--- src/rtl/id_stage_pipelined_pkg.sv ---
// Shared decode constants and the control bundle carried through the ID/EXE register.
package id_pkg;

    localparam logic [3:0] EXE_MOV = 4'b0001;
    localparam logic [3:0] EXE_MVN = 4'b1001;
    localparam logic [3:0] EXE_ADD = 4'b0010;
    localparam logic [3:0] EXE_ADC = 4'b0011;
    localparam logic [3:0] EXE_SUB = 4'b0100;
    localparam logic [3:0] EXE_SBC = 4'b0101;
    localparam logic [3:0] EXE_AND = 4'b0110;
    localparam logic [3:0] EXE_ORR = 4'b0111;
    localparam logic [3:0] EXE_EOR = 4'b1000;
    localparam logic [3:0] EXE_CMP = 4'b0100;
    localparam logic [3:0] EXE_TST = 4'b0110;
    localparam logic [3:0] EXE_MEM = 4'b0010;

    localparam logic [3:0] OPC_AND = 4'b0000;
    localparam logic [3:0] OPC_EOR = 4'b0001;
    localparam logic [3:0] OPC_SUB = 4'b0010;
    localparam logic [3:0] OPC_ADD = 4'b0100;
    localparam logic [3:0] OPC_ADC = 4'b0101;
    localparam logic [3:0] OPC_SBC = 4'b0110;
    localparam logic [3:0] OPC_TST = 4'b1000;
    localparam logic [3:0] OPC_CMP = 4'b1010;
    localparam logic [3:0] OPC_ORR = 4'b1100;
    localparam logic [3:0] OPC_MOV = 4'b1101;
    localparam logic [3:0] OPC_MVN = 4'b1111;

    localparam logic [1:0] MODE_ALU = 2'b00;
    localparam logic [1:0] MODE_MEM = 2'b01;
    localparam logic [1:0] MODE_BR  = 2'b10;

    localparam logic [3:0] COND_EQ = 4'b0000;
    localparam logic [3:0] COND_NE = 4'b0001;
    localparam logic [3:0] COND_CS = 4'b0010;
    localparam logic [3:0] COND_CC = 4'b0011;
    localparam logic [3:0] COND_MI = 4'b0100;
    localparam logic [3:0] COND_PL = 4'b0101;
    localparam logic [3:0] COND_VS = 4'b0110;
    localparam logic [3:0] COND_VC = 4'b0111;
    localparam logic [3:0] COND_HI = 4'b1000;
    localparam logic [3:0] COND_LS = 4'b1001;
    localparam logic [3:0] COND_GE = 4'b1010;
    localparam logic [3:0] COND_LT = 4'b1011;
    localparam logic [3:0] COND_GT = 4'b1100;
    localparam logic [3:0] COND_LE = 4'b1101;
    localparam logic [3:0] COND_AL = 4'b1110;

    typedef struct packed {
        logic       wb_en;
        logic       mem_r_en;
        logic       mem_w_en;
        logic       b;
        logic       s;
        logic [3:0] exe_cmd;
    } ctrl_t;

    localparam ctrl_t CTRL_NONE = 9'b0_0000_0000;

    // A store reads Rd as its second source so the value to write travels with the slot.
    function automatic logic is_store(input logic [31:0] ins);
        return (ins[27:26] == MODE_MEM) && (ins[20] == 1'b0);
    endfunction

endpackage

--- src/rtl/id_stage_pipelined_cond_check.sv ---
// Combinational ARM condition-code evaluation against the {N,Z,C,V} flags.
module cond_check
    import id_pkg::*;
(
    input  logic [3:0] cond,
    input  logic [3:0] sr,
    output logic       met
);

    logic n_s, z_s, c_s, v_s;
    assign {n_s, z_s, c_s, v_s} = sr;

    // Map the condition field to its flag predicate; the NV encoding never passes.
    always_comb begin
        met = 1'b0;
        case (cond)
            COND_EQ: met = z_s;
            COND_NE: met = ~z_s;
            COND_CS: met = c_s;
            COND_CC: met = ~c_s;
            COND_MI: met = n_s;
            COND_PL: met = ~n_s;
            COND_VS: met = v_s;
            COND_VC: met = ~v_s;
            COND_HI: met = c_s & ~z_s;
            COND_LS: met = ~c_s | z_s;
            COND_GE: met = (n_s == v_s);
            COND_LT: met = (n_s != v_s);
            COND_GT: met = ~z_s & (n_s == v_s);
            COND_LE: met = z_s | (n_s != v_s);
            COND_AL: met = 1'b1;
            default: met = 1'b0;
        endcase
    end

endmodule

--- src/rtl/id_stage_pipelined.sv ---
// Instruction decode stage: decode, register file, condition check and the elastic ID/EXE register.
module id_stage_pipelined
    import id_pkg::*;
#(
    parameter int DATA_W   = 32,
    parameter int NUM_REGS = 16,
    parameter int WB_PORTS = 1,
    parameter int BYPASS   = 1
) (
    input  logic                       clk,
    input  logic                       rst,
    input  logic                       in_valid,
    output logic                       in_ready,
    input  logic [31:0]                instruction,
    input  logic [31:0]                pc_in,
    input  logic [WB_PORTS-1:0]        wb_en,
    input  logic [WB_PORTS*4-1:0]      wb_dest,
    input  logic [WB_PORTS*DATA_W-1:0] wb_data,
    input  logic [3:0]                 sr,
    input  logic                       hazard,
    input  logic                       flush,
    output logic [3:0]                 src1,
    output logic [3:0]                 src2,
    output logic                       two_src,
    output logic                       out_valid,
    input  logic                       out_ready,
    output logic                       ex_wb_en,
    output logic                       ex_mem_r_en,
    output logic                       ex_mem_w_en,
    output logic                       ex_b,
    output logic                       ex_s,
    output logic [3:0]                 ex_exe_cmd,
    output logic [DATA_W-1:0]          ex_val_rn,
    output logic [DATA_W-1:0]          ex_val_rm,
    output logic                       ex_imm,
    output logic [11:0]                ex_shift_operand,
    output logic [23:0]                ex_signed_imm_24,
    output logic [3:0]                 ex_dest,
    output logic [31:0]                ex_pc
);

    localparam int REG_AW = $clog2(NUM_REGS);

    logic [1:0]        mode_s;
    logic [3:0]        opcode_s;
    logic              cond_met_s;
    logic              advance_s;
    logic              load_s;
    ctrl_t             ctrl_s;
    ctrl_t             ctrl_eff_s;
    logic [DATA_W-1:0] rf_s [NUM_REGS];
    logic [DATA_W-1:0] val_rn_s;
    logic [DATA_W-1:0] val_rm_s;

    logic              out_valid_r;
    ctrl_t             ctrl_r;
    logic [DATA_W-1:0] val_rn_r;
    logic [DATA_W-1:0] val_rm_r;
    logic              imm_r;
    logic [11:0]       shift_r;
    logic [23:0]       simm_r;
    logic [3:0]        dest_r;
    logic [31:0]       pc_r;

    assign mode_s   = instruction[27:26];
    assign opcode_s = instruction[24:21];
    assign src1     = instruction[19:16];
    assign src2     = is_store(instruction) ? instruction[15:12] : instruction[3:0];
    assign two_src  = ~instruction[25] | is_store(instruction);

    assign advance_s = out_ready | ~out_valid_r;
    assign load_s    = in_valid & ~hazard & ~flush;
    assign in_ready  = advance_s & ~hazard & ~flush;

    cond_check u_cond (
        .cond (instruction[31:28]),
        .sr   (sr),
        .met  (cond_met_s)
    );

    for (genvar r = 0; r < NUM_REGS; r++) begin : g_rf
        logic [DATA_W-1:0] q_r;

        // One register; later ports overwrite earlier ones so the highest index wins.
        always_ff @(posedge clk) begin
            if (rst) begin
                q_r <= {DATA_W{1'b0}};
            end else begin
                for (int p = 0; p < WB_PORTS; p++) begin
                    if (wb_en[p] && (wb_dest[p*REG_AW +: REG_AW] == REG_AW'(r))) begin
                        q_r <= wb_data[p*DATA_W +: DATA_W];
                    end
                end
            end
        end

        assign rf_s[r] = q_r;
    end

    // Read ports; with bypass a same-cycle write is forwarded, the highest port taking priority.
    always_comb begin
        val_rn_s = rf_s[src1];
        val_rm_s = rf_s[src2];
        for (int p = 0; p < WB_PORTS; p++) begin
            val_rn_s = ((BYPASS != 0) && wb_en[p] && (wb_dest[p*REG_AW +: REG_AW] == src1))
                       ? wb_data[p*DATA_W +: DATA_W] : val_rn_s;
            val_rm_s = ((BYPASS != 0) && wb_en[p] && (wb_dest[p*REG_AW +: REG_AW] == src2))
                       ? wb_data[p*DATA_W +: DATA_W] : val_rm_s;
        end
    end

    // Instruction decode into the control bundle; compares always update flags.
    always_comb begin
        ctrl_s = CTRL_NONE;
        case (mode_s)
            MODE_ALU: begin
                ctrl_s.s     = instruction[20];
                ctrl_s.wb_en = 1'b1;
                case (opcode_s)
                    OPC_MOV: ctrl_s.exe_cmd = EXE_MOV;
                    OPC_MVN: ctrl_s.exe_cmd = EXE_MVN;
                    OPC_ADD: ctrl_s.exe_cmd = EXE_ADD;
                    OPC_ADC: ctrl_s.exe_cmd = EXE_ADC;
                    OPC_SUB: ctrl_s.exe_cmd = EXE_SUB;
                    OPC_SBC: ctrl_s.exe_cmd = EXE_SBC;
                    OPC_AND: ctrl_s.exe_cmd = EXE_AND;
                    OPC_ORR: ctrl_s.exe_cmd = EXE_ORR;
                    OPC_EOR: ctrl_s.exe_cmd = EXE_EOR;
                    OPC_CMP: begin
                        ctrl_s.exe_cmd = EXE_CMP;
                        ctrl_s.wb_en   = 1'b0;
                        ctrl_s.s       = 1'b1;
                    end
                    OPC_TST: begin
                        ctrl_s.exe_cmd = EXE_TST;
                        ctrl_s.wb_en   = 1'b0;
                        ctrl_s.s       = 1'b1;
                    end
                    default: ctrl_s = CTRL_NONE;
                endcase
            end
            MODE_MEM: begin
                ctrl_s.exe_cmd  = EXE_MEM;
                ctrl_s.s        = instruction[20];
                ctrl_s.wb_en    = instruction[20];
                ctrl_s.mem_r_en = instruction[20];
                ctrl_s.mem_w_en = ~instruction[20];
            end
            MODE_BR:  ctrl_s.b = 1'b1;
            default:  ctrl_s = CTRL_NONE;
        endcase
    end

    // A failed condition still occupies a slot but performs no architectural action.
    always_comb begin
        ctrl_eff_s = CTRL_NONE;
        if (cond_met_s) begin
            ctrl_eff_s = ctrl_s;
        end else begin
            ctrl_eff_s = CTRL_NONE;
        end
    end

    // ID/EXE register: bubble on flush/empty/hazard, load on advance, otherwise hold.
    always_ff @(posedge clk) begin
        if (rst || (advance_s && !load_s)) begin
            out_valid_r <= 1'b0;
            ctrl_r      <= CTRL_NONE;
            val_rn_r    <= {DATA_W{1'b0}};
            val_rm_r    <= {DATA_W{1'b0}};
            imm_r       <= 1'b0;
            shift_r     <= 12'h000;
            simm_r      <= 24'h00_0000;
            dest_r      <= 4'h0;
            pc_r        <= 32'h0000_0000;
        end else if (advance_s) begin
            out_valid_r <= 1'b1;
            ctrl_r      <= ctrl_eff_s;
            val_rn_r    <= val_rn_s;
            val_rm_r    <= val_rm_s;
            imm_r       <= instruction[25];
            shift_r     <= instruction[11:0];
            simm_r      <= instruction[23:0];
            dest_r      <= instruction[15:12];
            pc_r        <= pc_in;
        end
    end

    assign out_valid        = out_valid_r;
    assign ex_wb_en         = ctrl_r.wb_en;
    assign ex_mem_r_en      = ctrl_r.mem_r_en;
    assign ex_mem_w_en      = ctrl_r.mem_w_en;
    assign ex_b             = ctrl_r.b;
    assign ex_s             = ctrl_r.s;
    assign ex_exe_cmd       = ctrl_r.exe_cmd;
    assign ex_val_rn        = val_rn_r;
    assign ex_val_rm        = val_rm_r;
    assign ex_imm           = imm_r;
    assign ex_shift_operand = shift_r;
    assign ex_signed_imm_24 = simm_r;
    assign ex_dest          = dest_r;
    assign ex_pc            = pc_r;

endmodule
--- config.mk ---
export PLATFORM = sky130hd
export DESIGN_NAME = id_stage_pipelined
export DESIGN_NICKNAME = d
export VERILOG_FILES = /design/src/rtl/id_stage_pipelined_pkg.sv /design/src/rtl/id_stage_pipelined_cond_check.sv /design/src/rtl/id_stage_pipelined.sv
export SDC_FILE = /design/constraint.sdc
export NUM_CORES = 2
export LEC_CHECK = 0
export CAP_MARGIN = 20
export CORE_ASPECT_RATIO = 0.6
export CORE_UTILIZATION = 42
export CTS_BUF_LIST = sky130_fd_sc_hd__clkbuf_16
export DETAILED_ROUTE_END_ITERATION = 16
export DONT_BUFFER_PORTS = 1
export GPL_TIMING_DRIVEN = 0
export PLACE_DENSITY = 0.63
export SKIP_LAST_GASP = 1
export SLEW_MARGIN = 10
export SYNTH_ARGS = -nofsm -noshare
export SYNTH_HDL_FRONTEND = slang
export SYNTH_SLANG_ARGS = --single-unit
--- constraint.sdc ---
create_clock -name clk -period 3.9 [get_ports clk]
set_input_delay 0.78 -clock clk [delete_from_list [all_inputs] [get_ports clk]]
set_output_delay 0.78 -clock clk [all_outputs]
set_load 0.01 [all_outputs]
==> metrics.yaml <==
status: "finished, violations left"
violations: "setup timing"
ant_nets: 0
rsz0062_at_grt: "true"
grtUsageTotal_pct: 41.42
netlist_top_cells_count: "1,312 x nand2_1, 736 x a21oi_1, 643 x dfxtp_1"
critical_path_class: "input pin to flip-flop"
synth-edff-count: 0
ys_ff_latch: 643
slew_headroom_pct: 11.11
synthesis.area_mm2: 0.03474
startpoint_type: "input pin"
synthToLayoutAreaGrowth_pct: 10.87
vias: 36860
h-tree-depth: 3
ys_types: 51
synth_top_area_share_pct: 37.05
overflow: 0
maxUsedRoutingLayer: "met5"
seq_area_frac_synth_pct: 37.05
postCtsHoldBufs: 0
yosysWarnings: 0
die_y_um: 224.8
hold_viol: 0
wl_met3_mm: 34.03
die_area_mm2: 0.08392
m1WireLength_mm: 73.19
cp_data_arrival_time_ns: 4.61
cellPowerDensity_mw_per_mm2: 409.0
core_area_mm2: 0.08169
die_x_um: 373.3
wl_mm: 179.8
utilization_pct: 47.16
synthesis.nets: 4472
clock_sinks: 643
stdcell_area_mm2: 0.03852
antenna_found_initial: 3
numCtsBuffers: 67
grt_start_max_net_pins: 20
slew_viol_final: 0
final.period_utilization_pct: 104.8
fin_skew_ns: 0.02436
crit_path_end_kind: "flip-flop"
place_ws_ns: -0.6247
required_ns: 4.43
synthCells: 4361
dr_wl_met2_mm: 65.44
root_buffer: "clkbuf_16"
drc_errors: 0
crit_path_max_fanout: 10
leakage_uw: 0.01286
fin_cells: 5570
post_cts_buffers: 0
layout-drive-gt1-share_pct: 7.865
dr.pass1.iters: 7
final.min_clock_period_ns: 4.085
async_flop_share_pct: 0
synth_flop_cell: "dfxtp_1"
peakVddDrop_mv: 0.2683
dp.cells: 5447
io_buffer_count: 0
cts_buffer_depth: 3
final_nets: 4554
grt_pass1_wl_mm: 246.2
drt_iter0_markers: 6659
drv_cap: 0
hold_class: "input pin to flip-flop"
fin_ws_ns: -0.1854
wl_per_cell_um: 32.29
num_rows: 81
pin_count: 268
synth_area_leaders: "dfxtp_1 37%, nand2_1 14%, a21oi_1 11%, mux2i_1 11%, mux4_2 9.4%"
hpwl_mm: 137.9
start_util_pct: 42.53
cts_tree: "done"
synth_top_area_cell: "dfxtp_1"
gp_congestion: 1.068
p_total_uw: 15750
syn_avg_cell_area_um2: 7.967
setup_viol: 6
grt_pass1_vias: 32410
routed_via_density: 6.617
dpl_cell_area_mm2: 0.03620
worstMarginPinSlew_ns: 1.333
post-synth-top-count-cell: "nand2_1"
max_freq_ghz: 0.2448
insertion_delay_ns: 0.68
clk_pin_slew_ns: 0.07
area by class of cell:
type,count,area (um2)
flip-flops and latches,643,12870
multi-input cells,3237,19910
clock buffers,71,1777
inverters,8,33.78
fillers,8122,43160
diodes,3,7.507
well taps,1079,1350
plain buffers,470,1936
repair buffers,16,211.5
clock inverters,43,429.2
placed cells by master, fill, tap and decap left out, types with 37 or more instances in the layout:
cell / count
a211oi_1: 61
a21oi_1: 736
a221oi_1: 64
buf_1: 39
buf_2: 55
clkbuf_1: 347
clkbuf_16: 71
dfxtp_1: 643
mux2i_1: 367
mux4_2: 145
nand2_1: 1312
nand2b_1: 38
nand3_1: 117
nor2_1: 84
nor3_1: 37
o211ai_1: 59
o21ai_0: 39
kinds of logic after synthesis:
| family | Yosys count | synth area share (%) |
|---|---|---|
| compound gates | 1031 | 17.16 |
| xor+xnor | 12 | 0.3241 |
| buf+inv | 481 | 5.661 |
| flops | 643 | 37.05 |
| mux | 515 | 20.14 |
| simple gates | 1679 | 19.66 |
through the flow:
stage               TNS [ns]  hold slack [ns]
floorplan                  0           0.4457
global placement      -13.30           0.4579
detailed placement    -13.20           0.4621
CTS                        0           0.2200
global route        -0.05930           0.2366
finish               -0.3718           0.2375
what timing repair did:
item                                    CTS  global route
endpoints found under the setup margin    4             3
gates resized for setup                   4             3
pin swaps                                 0             0
endpoints found under the hold margin     0             0
power breakdown:
group / switching (uW) / internal (uW) / leakage [uW] / total (uW)
Sequential: 113 / 6660 / 0.00519 / 6770
Clock: 3030 / 3880 / 0.00113 / 6910
Combinational: 1550 / 525 / 0.00653 / 2080
path summary, 6_finish.rpt:
| kind | to | cells past startpoint | slack (ns) | start |
|---|---|---|---|---|
| min reg2reg | g_rf[1].q_r[11]$_SDFFE_PP0P_ | 2 | 0.47 | g_rf[1].q_r[11]$_SDFFE_PP0P_ |
| min | ex_signed_imm_24[13]$_SDFFE_PP0N_ | 2 | 0.24 | instruction[13] |
| max | ex_val_rn[15]$_SDFFE_PP0N_ | 9 | -0.19 | instruction[16] |
| max reg2reg | ex_val_rn[0]$_SDFFE_PP0N_ | 8 | 0.12 | out_valid$_SDFFE_PP0N_ |
sequential cells by signal, summed over array words and instances (netlist names):
name              count
ex_b                  1
ex_exe_cmd            4
ex_imm                1
ex_mem_r_en           1
ex_mem_w_en           1
ex_pc                32
ex_s                  1
ex_shift_operand     11
ex_signed_imm_24     13
ex_val_rm            32
ex_val_rn            32
ex_wb_en              1
g_rf.q_r            512
out_valid             1
critical path, stage by stage:
cell and delay [ns]:
clkbuf_1 0.22, buf_2 0.44, buf_2 0.68, buf_2 0.59, mux4_2 0.40, a211oi_1 0.41, a211oi_1 0.13, a21oi_1 0.79
a21oi_1 0.15
layer usage:
metal / global-route usage (%) / vias up
li1: - / 15350
met3: 21.97 / 431
met5: 1.029 / -
met2: 52.14 / 3218
met1: 58.14 / 17850
met4: 14.87 / 8
Power figures use the tool's default switching activity.
